### config.mk
export PLATFORM = sky130hd
export DESIGN_NAME = sw_input_unit
export DESIGN_NICKNAME = d
export VERILOG_FILES = /design/src/rtl/sw_input_unit_pkg.sv /design/src/rtl/sw_sync_debounce.sv /design/src/rtl/sw_input_unit.sv
export SDC_FILE = /design/constraint.sdc
export NUM_CORES = 1
export LEC_CHECK = 0
export CAP_MARGIN = 20
export CORE_ASPECT_RATIO = 0.7
export CORE_MARGIN = 2
export CORE_UTILIZATION = 35
export CTS_BUF_LIST = sky130_fd_sc_hd__clkbuf_4
export DETAILED_ROUTE_END_ITERATION = 8
export HOLD_SLACK_MARGIN = 0.08
export PLACE_DENSITY_LB_ADDON = 0.08
export REMOVE_ABC_BUFFERS = 1
export SETUP_SLACK_MARGIN = 0.05
export SYNTH_ARGS = -nofsm -noshare
export SYNTH_HDL_FRONTEND = slang
export SYNTH_SLANG_ARGS = --single-unit
### constraint.sdc
create_clock -name clk_i -period 3.3 [get_ports clk_i]
set_clock_uncertainty 0.1 [all_clocks]
set_input_delay 0.99 -clock clk_i [delete_from_list [all_inputs] [get_ports clk_i]]
set_output_delay 0.99 -clock clk_i [all_outputs]
set_load 0.005 [all_outputs]
### src/rtl/sw_input_unit_pkg.sv
// Shared constants and FSM encoding for the switch input unit.
// Holds the default bank width, short simulation timing values and states.
package sw_input_unit_pkg;

   localparam int SW_WIDTH_DEF       = 10;
   localparam int SIM_TICK_DIV       = 4;
   localparam int SIM_STABLE_TICKS   = 3;

   typedef enum logic {
      ST_IDLE  = 1'b0,
      ST_VALID = 1'b1
   } sw_state_e;

endpackage

### src/rtl/sw_sync_debounce.sv
// Synchroniser, sample prescaler and bank debouncer for the switch inputs.
// Ports: i_clk, i_rst (sync, high), i_sw raw in, o_deb debounced, o_commit pulse.
module sw_sync_debounce
   import sw_input_unit_pkg::*;
#(
   parameter int SW_WIDTH     = SW_WIDTH_DEF,
   parameter int TICK_DIV     = 50000,
   parameter int STABLE_TICKS = 4
) (
   input  logic                i_clk,
   input  logic                i_rst,
   input  logic [SW_WIDTH-1:0] i_sw,
   output logic [SW_WIDTH-1:0] o_deb,
   output logic                o_commit
);

   localparam int PW = (TICK_DIV > 1) ? $clog2(TICK_DIV) : 1;
   localparam int CW = $clog2(STABLE_TICKS) + 1;
   localparam logic [PW-1:0] P_LAST = PW'(TICK_DIV - 1);
   localparam logic [CW-1:0] C_SAT  = CW'(STABLE_TICKS - 1);

   logic [SW_WIDTH-1:0] r_sync1;
   logic [SW_WIDTH-1:0] r_sync2;
   logic [SW_WIDTH-1:0] r_cand;
   logic [SW_WIDTH-1:0] r_deb;
   logic [PW-1:0]       r_presc;
   logic [CW-1:0]       r_cnt;
   logic                r_commit;
   logic                w_tick;

   assign w_tick   = (r_presc == P_LAST);
   assign o_deb    = r_deb;
   assign o_commit = r_commit;

   always_ff @(posedge i_clk) begin
      if (i_rst) begin
         r_sync1  <= '0;
         r_sync2  <= '0;
         r_cand   <= '0;
         r_deb    <= '0;
         r_presc  <= '0;
         r_cnt    <= '0;
         r_commit <= 1'b0;
      end else begin
         r_sync1  <= i_sw;
         r_sync2  <= r_sync1;
         r_presc  <= w_tick ? '0 : r_presc + 1'b1;
         r_commit <= 1'b0;
         if (w_tick) begin
            // Any disagreement restarts the confirmation run.
            if (r_sync2 != r_cand) begin
               r_cand <= r_sync2;
               r_cnt  <= '0;
            end else if (r_cnt < C_SAT) begin
               r_cnt <= r_cnt + 1'b1;
            end else if (r_cand != r_deb) begin
               r_deb    <= r_cand;
               r_commit <= 1'b1;
            end
         end
      end
   end

endmodule

### src/rtl/sw_input_unit.sv
// Switch input unit: debounced switch bank offered to the core by valid/ack.
// Ports: clk_i, rst_i, SW_i, sw_level_o, sw_data_o, sw_valid_o, sw_ack_i, sw_overrun_o.
module sw_input_unit
   import sw_input_unit_pkg::*;
#(
   parameter int SW_WIDTH     = SW_WIDTH_DEF,
   parameter int TICK_DIV     = 50000,
   parameter int STABLE_TICKS = 4
) (
   input  logic                clk_i,
   input  logic                rst_i,
   input  logic [SW_WIDTH-1:0] SW_i,
   output logic [SW_WIDTH-1:0] sw_level_o,
   output logic [SW_WIDTH-1:0] sw_data_o,
   output logic                sw_valid_o,
   input  logic                sw_ack_i,
   output logic                sw_overrun_o
);

   logic [SW_WIDTH-1:0] w_deb;
   logic                w_commit;

   sw_state_e           r_state;
   sw_state_e           w_state_nxt;
   logic [SW_WIDTH-1:0] r_data;
   logic [SW_WIDTH-1:0] w_data_nxt;
   logic                r_valid;
   logic                w_valid_nxt;
   logic                r_pend;
   logic                w_pend_nxt;
   logic                r_ovr;
   logic                w_ovr_nxt;

   sw_sync_debounce #(
      .SW_WIDTH     (SW_WIDTH),
      .TICK_DIV     (TICK_DIV),
      .STABLE_TICKS (STABLE_TICKS)
   ) u_deb (
      .i_clk    (clk_i),
      .i_rst    (rst_i),
      .i_sw     (SW_i),
      .o_deb    (w_deb),
      .o_commit (w_commit)
   );

   assign sw_level_o   = w_deb;
   assign sw_data_o    = r_data;
   assign sw_valid_o   = r_valid;
   assign sw_overrun_o = r_ovr;

   always_comb begin
      w_state_nxt = r_state;
      w_data_nxt  = r_data;
      w_valid_nxt = r_valid;
      w_pend_nxt  = r_pend;
      w_ovr_nxt   = r_ovr;
      unique case (r_state)
         ST_IDLE: begin
            if (w_commit || r_pend) begin
               w_data_nxt  = w_deb;
               w_valid_nxt = 1'b1;
               w_pend_nxt  = 1'b0;
               w_state_nxt = ST_VALID;
            end
         end
         ST_VALID: begin
            if (sw_ack_i) begin
               w_valid_nxt = 1'b0;
               w_state_nxt = ST_IDLE;
            end
            // Data stays frozen; only the newest level is offered later.
            if (w_commit) begin
               w_pend_nxt = 1'b1;
               w_ovr_nxt  = 1'b1;
            end
         end
      endcase
   end

   always_ff @(posedge clk_i) begin
      if (rst_i) begin
         r_state <= ST_IDLE;
         r_data  <= '0;
         r_valid <= 1'b0;
         r_pend  <= 1'b0;
         r_ovr   <= 1'b0;
      end else begin
         r_state <= w_state_nxt;
         r_data  <= w_data_nxt;
         r_valid <= w_valid_nxt;
         r_pend  <= w_pend_nxt;
         r_ovr   <= w_ovr_nxt;
      end
   end

endmodule
==> out/results.txt, run 1 <==
H-tree depth -> 3
Mapped Cells -> 308
Setup-failing EPs final -> 0
most common cell after layout, fill and taps aside -> dfxtp_1
row count -> 27
GRT overflow -> 0
Req. time, crit path -> 2210 ps
CP endpoint kind -> output pin
Starting Density -> 36.7%
register area -> 1480 um2
Net Sw Power -> 367 uW
setup tns final -> 0 ps
first-pass GRT wire length -> 8.80 mm
PortBufs -> 34
synth unique cells -> 35
core box area -> 8040 um2
Worst Hold Path EP -> u_deb.r_sync2[5]$_SDFF_PP0_
FF-to-FF path depth -> 5
slack of the worst reg-to-reg path -> 990 ps
post-cts sizing count -> 0
max_cap viols -> 0
Flop pwr share -> 54.0%
Comb power frac -> 3.4%
largest net degree at the start of global routing -> 68
Clk pwr share -> 42.6%
Antenna diodes -> 0
DRT Wirelength -> 5.35 mm
largest area contributor in the netlist -> dfxtp_1
chip width -> 114 um
reg-to-reg startpoint -> u_deb.r_cand[3]$_SDFFE_PP0P_
Root Buffer -> clkbuf_4
Layout Cells excl Fill -> 445
met3 wire len -> 284 um
most frequent cells in the layout -> 74 x dfxtp_1, 35 x nor2_1, 33 x clkdlybuf4s50_1, 26 x nand2_1
crit-path max FO -> 4
DR WL met2 -> 1.89 mm
dpl cells -> 429
Crit Path Class -> flop to output pin
Global Route Usage Sum -> 12.7%
drt drc -> 0
CTS Buffer Depth -> 2
Syn-to-layout area delta -> 20.3%
Crit path max-delay family -> buffers and inverters
die area -> 9200 um2
CTS buffer count -> 9
Routed Antenna Nets -> 0
CTS Sinks -> 74
first drt pass iteration count -> 4
share of cells above drive strength 1 -> 6.69%
CTS Hold Buffers Added -> 0
Hold Path Stages -> 1
Final Max Tran Viols -> 0
CP arrival -> 1390 ps
Seq/Total Area, Yosys -> 50.2%
hold path start -> u_deb.r_sync1[5]$_SDFF_PP0_
Least-Margin Pin Slew -> 829 ps
RSZ-0062 raised after global routing -> no
DRT met1 WL -> 3.11 mm
antenna violations before repair -> 0
Die Y -> 80.9 um
worst path cell trace -> clkdlybuf4s50_1
Final nets -> 354
Async SR Flop Fraction -> 0%
synthesized cell area -> 2950 um2
peak supply drop -> 0.192 mV
Multi-input gate area -> 1390 um2
CP peak stage delay -> 540 ps
number of global-route vias before repair -> 1737
Final period util -> 75.1%
status -> complete, no violations
1st-iter DRT viols -> 82
fmax -> 0.404 GHz
Synth top area share -> 50.2%
setup bufs post-CTS -> 0
Int Pwr -> 1330 uW
wire per inst -> 12.0 um
EDFF count, synth -> 0
sw frac -> 21.7%
Slew headroom -> 44.5%
GP Congestion -> 0.752
# fillers -> 823
uppermost routed layer -> met4
final HPWL from detailed placement -> 3.74 mm
min-delay worst type -> flop to flop
Cell Pwr Density -> 477 nW/um2
DR vias -> 1989
final hold vios -> 0
Seq cells post-synth -> 74
Clock Latency Late Sink -> 420 ps
WP buf/inv -> 1
Ports -> 35
fin area -> 3550 um2
cells taking the most area after synthesis -> dfxtp_1 50%, mux2i_1 6.8%, xnor2_1 5.6%
yosys warns -> 0
highest-delay cell along the critical path -> clkdlybuf4s50_1
crit start category -> flop
syn avg cell area -> 9.59 um2
Critical R2R Capture -> u_deb.o_deb[7]$_SDFFE_PP0P_
Area after DPL -> 3360 um2
Top FF cell, synth -> dfxtp_1
Pleak -> 0.00124 uW
drt via density -> 4.47
clock slew at reported path FFs -> 120 ps
Period minus WS final -> 2480 ps
TritonCTS clock tree -> done
## cell families after synthesis
| family | count (synthesis) | synth area share (%) |
|---|---|---|
| AO/OA/AOI/OAI | 20 | 3.77 |
| XOR/XNOR | 34 | 10.1 |
| adder cells (fa/ha/maj) | 2 | 0.847 |
| buffers and inverters | 17 | 2.75 |
| flip-flops | 74 | 50.2 |
| multiplexers | 20 | 6.78 |
| AND/OR/NAND/NOR | 141 | 25.6 |
## routing by layer
metal	vias to the layer above	GRT usage (%)
li1	1086	-
met1	855	18.9
met2	43	15.7
met3	5	4.85
met4	0	5.49
met5	-	0
## cells in the mapped netlist (2+ instances only)
cell / n
mux2i_1: 20
nor4b_1: 2
nand4_1: 7
dfxtp_1: 74
nor3_1: 7
nor2b_1: 20
nand2_1: 26
a21oi_1: 16
clkbuf_1: 11
nand2b_1: 18
or2b_1: 3
xor2_1: 15
nor4_1: 4
ha_1: 2
and3_1: 2
xnor2_1: 19
nand3_1: 8
buf_6: 2
nor2_1: 35
inv_1: 2
## power groups by stage
stage,clock [uW],sequential (uW),combinational (uW)
global route,792,917,64.5
global placement,0,935,59.8
CTS,755,915,59.7
detailed placement,0,935,59.4
floorplan,0,933,27.6
finish,722,915,58.2
## registers in the layout (all words and copies together) (netlist names), 3 cells and up
| signal | cells |
|---|---|
| sw_data_o | 10 |
| u_deb.o_deb | 10 |
| u_deb.r_cand | 10 |
| u_deb.r_cnt | 3 |
| u_deb.r_presc | 16 |
| u_deb.r_sync1 | 10 |
| u_deb.r_sync2 | 10 |
## through the flow
step	worst slack, ps	hold slack (ps)	total power (uW)	utilization, %
2_1_floorplan	1230	314	961	-
3_3_place_gp	957	320	995	41.8
3_5_place_dp	917	321	995	41.8
4_1_cts	759	351	1730	44.2
5_1_grt	722	367	1770	44.2
6_report	823	350	1700	44.2
## worst max-delay path by stage
stage | startpoint | end | cells after the start | slack [ps]
2_1_floorplan | u_deb.r_cand[3]$_SDFFE_PP0P_ | u_deb.o_deb[0]$_SDFFE_PP0P_ | 5 | 1230
3_3_place_gp | u_deb.r_presc[12]$_SDFF_PP0_ | u_deb.o_deb[5]$_SDFFE_PP0P_ | 4 | 960
6_report | u_deb.o_deb[4]$_SDFFE_PP0P_ | sw_level_o[4] | 1 | 820
3_5_place_dp | u_deb.r_presc[12]$_SDFF_PP0_ | u_deb.o_deb[7]$_SDFFE_PP0P_ | 4 | 920
5_1_grt | u_deb.o_deb[0]$_SDFFE_PP0P_ | sw_level_o[0] | 1 | 720
4_1_cts | u_deb.o_deb[4]$_SDFFE_PP0P_ | sw_level_o[4] | 1 | 760
## cell type report
class                   instances  share of cell area (%)
multi-input cells             217                    39.1
well taps                     101                    3.56
inverters                       2                   0.211
clock inverters                 7                    3.49
clock buffers                   9                    1.90
repair buffers                 35                    10.0
flip-flops and latches         74                    41.7
No activity file was read; power rests on OpenSTA's default activity.
==> run 2, diff against run 1 <==
- clock period: 3.3 -> 2.3 ns (I/O delays scaled with it)
==> run 2 against run 1 <==
  * Combinational power rose by 47%
  * Via count rose by 2.9%
  * Worst setup slack got worse by 700 ps
  * Count of clock-buffer cells in the layout did not move
  * Flip-flop and latch count did not move
  * Clock power rose by 25%
==> out/results.txt, run 2 (synthesis gave the netlist of run 1 again) <==
most frequent cells in the layout -> 70 x dfxtp_1, 35 x nor2_1, 33 x clkdlybuf4s50_1, 26 x nand2_1
Syn-to-layout area delta -> 21.0%
fmax -> 0.460 GHz
grt met1 use -> 18.7%
Ports -> 35
drt via density -> 4.54
core box area -> 8040 um2
crit start category -> flop
CTS Sinks -> 74
final hold vios -> 0
reg-to-reg startpoint -> u_deb.r_cand[9]$_SDFFE_PP0P_
FF-to-FF path depth -> 6
drt drc -> 0
Comb power frac -> 3.7%
Die Y -> 80.9 um
Global Route Usage Sum -> 13.1%
min-delay worst type -> flop to flop
hold path start -> u_deb.r_sync1[7]$_SDFF_PP0_
Setup-failing EPs final -> 0
CTS Buffer Depth -> 2
first-pass GRT wire length -> 9.27 mm
CP peak stage delay -> 540 ps
largest net degree at the start of global routing -> 29
Clock Latency Late Sink -> 410 ps
1st-iter DRT viols -> 131
Slew headroom -> 53.0%
Root Buffer -> clkbuf_4
worst path cell trace -> clkdlybuf4s50_1
Net Sw Power -> 518 uW
fin area -> 3570 um2
CTS Hold Buffers Added -> 0
slack of the worst reg-to-reg path -> 270 ps
CP arrival -> 1390 ps
setup tns final -> 0 ps
sw frac -> 22.5%
Crit Path Class -> flop to output pin
share of cells above drive strength 1 -> 9.14%
dpl cells -> 435
chip width -> 114 um
clock slew at reported path FFs -> 120 ps
GR Layer Usage met2 -> 17.7%
Starting Density -> 36.7%
Antenna diodes -> 0
DR vias -> 2047
antenna violations before repair -> 0
WHS -> 349 ps
max_cap viols -> 0
Final nets -> 360
highest-delay cell along the critical path -> clkdlybuf4s50_1
Crit path max-delay family -> buffers and inverters
Final period util -> 94.6%
Pleak -> 0.00126 uW
number of global-route vias before repair -> 1881
Routed Antenna Nets -> 0
most used routing layer -> met1
status -> complete, no violations
Hold Path Stages -> 1
Final Max Tran Viols -> 0
Largest register FFs -> 16
post-cts sizing count -> 0
GP Congestion -> 0.807
setup bufs post-CTS -> 0
final HPWL from detailed placement -> 3.91 mm
Worst Hold Path EP -> u_deb.r_sync2[7]$_SDFF_PP0_
peak supply drop -> 0.290 mV
Clk pwr share -> 39.3%
M3 GR Usage -> 5.22%
Area after DPL -> 3410 um2
wire per inst -> 12.4 um
WP buf/inv -> 1
TritonCTS clock tree -> done
Top reg by flops -> u_deb.r_presc
RSZ-0062 raised after global routing -> no
Cell Pwr Density -> 645 nW/um2
Req. time, crit path -> 1510 ps
crit-path max FO -> 4
die area -> 9200 um2
first drt pass iteration count -> 4
DRT Wirelength -> 5.59 mm
most common cell after layout, fill and taps aside -> dfxtp_1
row count -> 27
Critical R2R Capture -> u_deb.o_deb[8]$_SDFFE_PP0P_
PortBufs -> 34
H-tree depth -> 3
Flop pwr share -> 57.0%
Layout Cells excl Fill -> 451
CP endpoint kind -> output pin
Least-Margin Pin Slew -> 703 ps
GRT overflow -> 0
Int Pwr -> 1790 uW
CTS buffer count -> 9
Period minus WS final -> 2180 ps
run 2: layer usage:
layer / part of all wire, % / vias up
met2: 37 / 43
li1: - / 1099
met4: 1.3 / 0
met5: 0 / -
met1: 57 / 898
met3: 5.0 / 7
run 2: final cells by class:
| type | count | area (um2) |
|---|---|---|
| clock buffer | 9 | 67.6 |
| clock inverter | 7 | 93.8 |
| fill | 811 | 4470 |
| inverter | 2 | 7.51 |
| multi-input combinational | 217 | 1390 |
| sequential | 74 | 1490 |
| tap | 101 | 126 |
| timing repair buffer | 41 | 400 |
run 2: power by group through the flow:
stage               registers [uW]  logic [uW]  clock network, uW
floorplan                     1340        39.6                  0
global placement              1340        86.5                  0
detailed placement            1340        87.4                  0
CTS                           1310        87.5                941
global route                  1320        95.5                999
finish                        1310        85.8                904
run 2: worst max-delay path by stage:
stage,startpoint,end,depth (start not counted)
2_1_floorplan,u_deb.r_cand[3]$_SDFFE_PP0P_,u_deb.o_deb[0]$_SDFFE_PP0P_,5
3_3_place_gp,u_deb.r_cand[0]$_SDFFE_PP0P_,u_deb.o_deb[8]$_SDFFE_PP0P_,6
3_5_place_dp,u_deb.r_presc[12]$_SDFF_PP0_,u_deb.r_cand[4]$_SDFFE_PP0P_,6
4_1_cts,u_deb.o_deb[8]$_SDFFE_PP0P_,sw_level_o[8],1
5_1_grt,u_deb.o_deb[3]$_SDFFE_PP0P_,sw_level_o[3],1
6_report,u_deb.o_deb[3]$_SDFFE_PP0P_,sw_level_o[3],1
run 2: through the flow:
step	total power (uW)	setup WS [ps]	util, %
4_1_cts	2340	93.1	44.4
3_5_place_dp	1430	287	42.4
6_report	2300	125	44.4
5_1_grt	2410	49.4	44.4
3_3_place_gp	1430	318	42.4
2_1_floorplan	1380	229	-
